**src/rtl/mem_access_unit.sv**
```systemverilog
// mem_access_unit: single-port memory access sequencer.
// Accepts word/byte loads and stores plus one-level indirect load/store
// (LDI/STI) and drives a request/response style memory port. All outputs
// are registered; the unit waits indefinitely for mem_resp.

module mem_access_unit #(
  parameter int WIDTH  = 16,
  parameter int AWIDTH = 16
) (
  input  logic                   clk,
  input  logic                   reset,
  input  logic                   req_valid,
  output logic                   req_ready,
  input  logic [2:0]             req_op,
  input  logic [AWIDTH-1:0]      req_addr,
  input  logic [WIDTH-1:0]       req_wdata,
  output logic                   resp_valid,
  output logic [WIDTH-1:0]       resp_rdata,
  output logic                   resp_err,
  output logic                   mem_read,
  output logic                   mem_write,
  output logic [AWIDTH-1:0]      mem_address,
  output logic [WIDTH-1:0]       mem_wdata,
  output logic [WIDTH/8-1:0]     mem_byte_enable,
  input  logic [WIDTH-1:0]       mem_rdata,
  input  logic                   mem_resp
);

  localparam int NB = WIDTH / 8;
  localparam int LB = $clog2(NB);

  localparam logic [2:0] OP_LDW = 3'b000;
  localparam logic [2:0] OP_LDB = 3'b001;
  localparam logic [2:0] OP_STW = 3'b010;
  localparam logic [2:0] OP_STB = 3'b011;
  localparam logic [2:0] OP_LDI = 3'b100;
  localparam logic [2:0] OP_STI = 3'b101;

  // Clears the byte-offset bits of an address.
  localparam logic [AWIDTH-1:0] ALIGN_MASK = {{(AWIDTH-LB){1'b1}}, {LB{1'b0}}};
  localparam logic [NB-1:0]     BE_ALL     = {NB{1'b1}};
  localparam logic [WIDTH-1:0]  ZERO_WORD  = {WIDTH{1'b0}};

  typedef enum logic [2:0] {
    S_IDLE = 3'd0,
    S_RD1  = 3'd1,
    S_RD2  = 3'd2,
    S_WR   = 3'd3,
    S_RESP = 3'd4
  } state_e;

  // ---------------------------------------------------------------------------
  // Helpers
  // ---------------------------------------------------------------------------
  function automatic logic [AWIDTH-1:0] word_align(input logic [AWIDTH-1:0] a);
    return a & ALIGN_MASK;
  endfunction

  function automatic logic [NB-1:0] lane_onehot(input logic [LB-1:0] lane);
    logic [NB-1:0] one;
    one = {{(NB-1){1'b0}}, 1'b1};
    return one << lane;
  endfunction

  function automatic logic [WIDTH-1:0] byte_extract(input logic [WIDTH-1:0] w,
                                                    input logic [LB-1:0]    lane);
    logic [7:0] b;
    b = w[{lane, 3'b000} +: 8];
    return {{(WIDTH-8){1'b0}}, b};
  endfunction

  function automatic logic is_byte_op(input logic [2:0] op);
    return (op == OP_LDB) || (op == OP_STB);
  endfunction

  // ---------------------------------------------------------------------------
  // State
  // ---------------------------------------------------------------------------
  state_e              state_q, state_d;
  logic [2:0]          op_q, op_d;
  logic [LB-1:0]       lane_q, lane_d;
  logic [WIDTH-1:0]    wdata_q, wdata_d;
  logic                req_ready_q, req_ready_d;
  logic                mem_read_q, mem_read_d;
  logic                mem_write_q, mem_write_d;
  logic [AWIDTH-1:0]   mem_address_q, mem_address_d;
  logic [WIDTH-1:0]    mem_wdata_q, mem_wdata_d;
  logic [NB-1:0]       mem_be_q, mem_be_d;
  logic                resp_valid_q, resp_valid_d;
  logic [WIDTH-1:0]    resp_rdata_q, resp_rdata_d;
  logic                resp_err_q, resp_err_d;

  // Pointer fetched by LDI/STI, resized to the address width and word aligned.
  logic [AWIDTH-1:0]   ptr_s;
  assign ptr_s = word_align(AWIDTH'(mem_rdata));

  // Next-state and next-output computation for the access sequencer.
  always_comb begin
    state_d       = state_q;
    op_d          = op_q;
    lane_d        = lane_q;
    wdata_d       = wdata_q;
    mem_read_d    = mem_read_q;
    mem_write_d   = mem_write_q;
    mem_address_d = mem_address_q;
    mem_wdata_d   = mem_wdata_q;
    mem_be_d      = mem_be_q;
    resp_valid_d  = 1'b0;
    resp_err_d    = 1'b0;
    resp_rdata_d  = resp_rdata_q;

    case (state_q)
      S_IDLE: begin
        if (req_valid) begin
          op_d    = req_op;
          lane_d  = req_addr[LB-1:0];
          wdata_d = req_wdata;
          case (req_op)
            OP_LDW, OP_LDB, OP_LDI, OP_STI: begin
              state_d       = S_RD1;
              mem_read_d    = 1'b1;
              mem_address_d = is_byte_op(req_op) ? req_addr : word_align(req_addr);
              mem_be_d      = is_byte_op(req_op) ? lane_onehot(req_addr[LB-1:0]) : BE_ALL;
            end
            OP_STW, OP_STB: begin
              state_d       = S_WR;
              mem_write_d   = 1'b1;
              mem_address_d = is_byte_op(req_op) ? req_addr : word_align(req_addr);
              mem_be_d      = is_byte_op(req_op) ? lane_onehot(req_addr[LB-1:0]) : BE_ALL;
              mem_wdata_d   = is_byte_op(req_op) ? {NB{req_wdata[7:0]}} : req_wdata;
            end
            default: begin
              // Illegal opcode: answer with an error, never touch memory.
              state_d      = S_RESP;
              resp_valid_d = 1'b1;
              resp_err_d   = 1'b1;
              resp_rdata_d = ZERO_WORD;
            end
          endcase
        end else begin
          state_d = S_IDLE;
        end
      end

      S_RD1: begin
        if (mem_resp) begin
          case (op_q)
            OP_LDB: begin
              state_d      = S_RESP;
              mem_read_d   = 1'b0;
              resp_valid_d = 1'b1;
              resp_rdata_d = byte_extract(mem_rdata, lane_q);
            end
            OP_LDI: begin
              // Read stays asserted, now aimed at the fetched pointer.
              state_d       = S_RD2;
              mem_read_d    = 1'b1;
              mem_address_d = ptr_s;
              mem_be_d      = BE_ALL;
            end
            OP_STI: begin
              state_d       = S_WR;
              mem_read_d    = 1'b0;
              mem_write_d   = 1'b1;
              mem_address_d = ptr_s;
              mem_be_d      = BE_ALL;
              mem_wdata_d   = wdata_q;
            end
            default: begin
              state_d      = S_RESP;
              mem_read_d   = 1'b0;
              resp_valid_d = 1'b1;
              resp_rdata_d = mem_rdata;
            end
          endcase
        end else begin
          state_d = S_RD1;
        end
      end

      S_RD2: begin
        if (mem_resp) begin
          state_d      = S_RESP;
          mem_read_d   = 1'b0;
          resp_valid_d = 1'b1;
          resp_rdata_d = mem_rdata;
        end else begin
          state_d = S_RD2;
        end
      end

      S_WR: begin
        if (mem_resp) begin
          state_d      = S_RESP;
          mem_write_d  = 1'b0;
          resp_valid_d = 1'b1;
          resp_rdata_d = ZERO_WORD;
        end else begin
          state_d = S_WR;
        end
      end

      S_RESP: begin
        state_d = S_IDLE;
      end

      default: begin
        state_d     = S_IDLE;
        mem_read_d  = 1'b0;
        mem_write_d = 1'b0;
      end
    endcase

    req_ready_d = (state_d == S_IDLE);
  end

  // Sequencer state and registered outputs, synchronous reset has priority.
  always_ff @(posedge clk) begin
    if (reset) begin
      state_q       <= S_IDLE;
      op_q          <= 3'b000;
      lane_q        <= {LB{1'b0}};
      wdata_q       <= ZERO_WORD;
      req_ready_q   <= 1'b1;
      mem_read_q    <= 1'b0;
      mem_write_q   <= 1'b0;
      mem_address_q <= {AWIDTH{1'b0}};
      mem_wdata_q   <= ZERO_WORD;
      mem_be_q      <= {NB{1'b0}};
      resp_valid_q  <= 1'b0;
      resp_rdata_q  <= ZERO_WORD;
      resp_err_q    <= 1'b0;
    end else begin
      state_q       <= state_d;
      op_q          <= op_d;
      lane_q        <= lane_d;
      wdata_q       <= wdata_d;
      req_ready_q   <= req_ready_d;
      mem_read_q    <= mem_read_d;
      mem_write_q   <= mem_write_d;
      mem_address_q <= mem_address_d;
      mem_wdata_q   <= mem_wdata_d;
      mem_be_q      <= mem_be_d;
      resp_valid_q  <= resp_valid_d;
      resp_rdata_q  <= resp_rdata_d;
      resp_err_q    <= resp_err_d;
    end
  end

  assign req_ready       = req_ready_q;
  assign mem_read        = mem_read_q;
  assign mem_write       = mem_write_q;
  assign mem_address     = mem_address_q;
  assign mem_wdata       = mem_wdata_q;
  assign mem_byte_enable = mem_be_q;
  assign resp_valid      = resp_valid_q;
  assign resp_rdata      = resp_rdata_q;
  assign resp_err        = resp_err_q;

endmodule

```
**config.mk**
```make
export PLATFORM = sky130hd
export DESIGN_NAME = mem_access_unit
export DESIGN_NICKNAME = d
export VERILOG_FILES = /design/src/rtl/mem_access_unit.sv
export SDC_FILE = /design/constraint.sdc
export NUM_CORES = 1
export LEC_CHECK = 0
export ABC_CLOCK_PERIOD_IN_PS = 4000
export BUFFER_PORTS_ARGS = -buffer_cell sky130_fd_sc_hd__buf_2
export CAP_MARGIN = 20
export CORE_MARGIN = 2
export CORE_UTILIZATION = 35
export DETAILED_ROUTE_END_ITERATION = 10
export PLACE_DENSITY = 0.65
export SLEW_MARGIN = 20
export SYNTH_ARGS = -nofsm -noshare
export SYNTH_HDL_FRONTEND = slang
export SYNTH_SLANG_ARGS = --single-unit
export TNS_END_PERCENT = 100
```
**constraint.sdc**
```tcl
create_clock -name clk -period 4 [get_ports clk]
set_input_delay 0.2 -clock clk [delete_from_list [all_inputs] [get_ports clk]]
set_output_delay 0.2 -clock clk [all_outputs]
set_load 0.01 [all_outputs]
```
==> flow_metrics.env <==
export IMPL_status="finished clean"
export IMPL_tns_ns=0
export IMPL_grt_max_degree=50
export IMPL_rsz0062_at_grt="false"
export IMPL_tightest_slew_ns=1.13
export IMPL_yosysWarnings=0
export IMPL_grt_pass1_vias=3220
export IMPL_antenna_found_initial=0
export IMPL_rows=36
export IMPL_final_nets=548
export IMPL_p_leak_nw=1.90
export IMPL_final_setup_viol_count=0
export IMPL_maxCapViolations=0
export IMPL_synthMostInstantiatedCell="nand2_1"
export IMPL_grt_pass1_wl_um=16500
export IMPL_core_area_um2=9680
export IMPL_hold_viol=0
export IMPL_whs_ns=0.102
export IMPL_final_layout_size_suffix_gt1_share_pct=30.1
export IMPL_cts_tree="done"
export IMPL_cts_resized=0
export IMPL_hp_class="primary input to register"
export IMPL_yosysTopAreaCellShare_pct=45.0
export IMPL_io_buffer_count=109
export IMPL_fmax_ghz=0.374
export IMPL_cpMaxStageDelayCell="or4b_1"
export IMPL_detail_route_wl_per_cell_um=16.2
export IMPL_cp_start_kind="register"
export IMPL_start_util_pct=35.8
export IMPL_diodes=0
export IMPL_syn_nets=453
export IMPL_first_iter_violations=186
export IMPL_via_count=3367
export IMPL_cts_max_level=3
export IMPL_slew_headroom_pct=24.7
export IMPL_crit_chain="or4b_1 > nor2_4 > nor3_1 > a22o_1"
export IMPL_clockRootBuffer="clkbuf_8"
export IMPL_drt_total_wl_um=10200
export IMPL_critPathMaxStageDelay_ns=0.82
export IMPL_clockBufferDepth=2
export IMPL_syn_area_per_cell_um2=8.71
export IMPL_final_area_um2=4310
export IMPL_slew_viol_final=0
export IMPL_crit_required_ns=4.29
export IMPL_cts_post_setup_buffers_inserted=0
export IMPL_syn_inst=398
export IMPL_firstDrtPassIters=5
export IMPL_clk_latency_ns=0.34
export IMPL_overflow=0
export IMPL_synth_seq_cells=78
export IMPL_setup_slack_ns=1.32
export IMPL_clk_pin_slew_ns=0.08
export IMPL_ys_dominant_reg_cell="dfxtp_1"
export IMPL_worstPathBufferInverterCount=0
export IMPL_seq_area_frac_synth_pct=45.0
export IMPL_grt_total_usage_pct=18.9
export IMPL_num_io_pins=110
export IMPL_area_growth_pct=24.4
export IMPL_ant_nets=0
export IMPL_die_w_um=104
export IMPL_dpl_worst_slack_ns=1.44
export IMPL_synth_edf_count=0
export IMPL_power_density_nw_per_um2=441
export IMPL_drc=0
export IMPL_synthTopCellsByCount="nand2_1 (92), dfxtp_1 (78), a21oi_1 (34)"
export IMPL_die_area_um2=10700
export IMPL_critPathTopFamily="simple AND/OR/NAND/NOR gates"
export IMPL_die_h_um=104
export IMPL_gp_congestion=0.877
export IMPL_fin_crit_sh_pct=66.9
export IMPL_worst_clock_skew_ns=0.00674
export IMPL_netlist_area_um2=3470
export IMPL_cp_arrival_ns=2.96
export IMPL_cts_buffers=9
export IMPL_crit_fanout=23
export IMPL_dpl_cell_area_um2=4080
export IMPL_finalCriticalPeriod_ns=2.68
export IMPL_yosysTopAreaCell="dfxtp_1"
export IMPL_cts_hold_buf=0
export IMPL_synthArstFlopShare_pct=0
export IMPL_ir_worst_vdd_mv=0.293
export IMPL_cts_sinks=78
export IMPL_path_class="register to register"
export IMPL_synth_area_leaders="dfxtp_1 (45%), nand2_1 (10%), a21oi_1 (4.9%)"
export IMPL_end_kind="register"
export IMPL_place_hpwl_um=7370
export IMPL_viasPerCell=5.34
export IMPL_ys_types=51
-- layer usage --
metal / up-vias / track usage (%) / routed length (um) / part of all wire (%)
li1: 1627 / - / - / -
met1: 1577 / 24.5 / 4450 / 44
met2: 146 / 30.7 / 4680 / 46
met3: 17 / 4.91 / 842 / 8.3
met4: 0 / 6.37 / 218 / 2.1
met5: - / 0 / 0 / 0
-- through the flow --
| step | power, W | instances | utilization (%) |
|---|---|---|---|
| floorplan | 0.00111 | 398 | - |
| global placement | 0.00124 | 615 | 42.1 |
| detailed placement | 0.00124 | 615 | 42.1 |
| CTS | 0.00192 | 631 | 44.5 |
| global route | 0.00200 | 631 | 44.5 |
| finish | 0.00190 | 631 | 44.5 |
-- cells by family after synthesis --
logic type	Yosys count	synth area share [%]
AO/OA/AOI/OAI	108	24.2
XOR/XNOR	1	0.253
buffers and inverters	33	4.36
flip-flops	78	45.0
multiplexers	10	2.92
AND/OR/NAND/NOR	168	23.2
-- power by group --
part           switching (W)  leakage (nW)  internal [W]  total (W)
combinational       0.000207          1.15      0.000139   0.000346
sequential         0.0000412         0.639      0.000838   0.000879
clock               0.000293         0.116      0.000386   0.000678
-- registers in the layout (all words and copies together) (netlist names) --
signal and flops:
mem_address 16, mem_wdata 16, resp_rdata 16, wdata_q 16, op_q 3, state_q 3
mem_byte_enable 2, lane_q 1, mem_read 1, mem_write 1, req_ready 1, resp_err 1
resp_valid 1
-- layout make-up --
| class | count | area [um^2] |
|---|---|---|
| inverters | 2 | 7.51 |
| clock buffers | 11 | 151 |
| multi-input cells | 287 | 1760 |
| clock inverters | 5 | 81.3 |
| well taps | 133 | 166 |
| repair buffers | 115 | 591 |
| fillers | 1027 | 5370 |
| flip-flops and latches | 78 | 1560 |
-- worst paths after layout --
| kind | start | endpoint | slack, ns | cells after the start |
|---|---|---|---|---|
| max | state_q[1] | resp_rdata[10] | 1.32 | 4 |
| min | req_wdata[8] | wdata_q[8] | 0.10 | 3 |
| max reg2reg | state_q[1] | resp_rdata[10] | 1.32 | 4 |
| min reg2reg | lane_q | lane_q | 0.46 | 2 |
-- cells in the final DEF, fill, tap and decap left out, types with 2 or more instances in the layout --
| master | instances |
|---|---|
| nand3b_1 | 2 |
| a22oi_1 | 8 |
| o21a_1 | 8 |
| clkbuf_8 | 11 |
| or4b_1 | 2 |
| or3b_1 | 2 |
| dfxtp_1 | 78 |
| a221oi_1 | 8 |
| nand2_1 | 92 |
| a22o_1 | 8 |
| bufinv_16 | 2 |
| buf_4 | 6 |
| a311oi_1 | 15 |
| o31ai_1 | 8 |
| nor2_1 | 30 |
| nor2b_1 | 5 |
| mux2i_1 | 9 |
| nand3_1 | 3 |
| a21oi_1 | 34 |
| o21ai_0 | 2 |
| a311oi_2 | 8 |
| and3_1 | 9 |
| nor3_1 | 10 |
| buf_2 | 109 |
-- worst min-delay path, delay by kind of cell --
kind	cells	cell delay, ns
AO/OA/AOI/OAI	1	0.05
buffers and inverters	1	0.11
AND/OR/NAND/NOR	1	0.05
No activity file was read; power rests on OpenSTA's default activity.
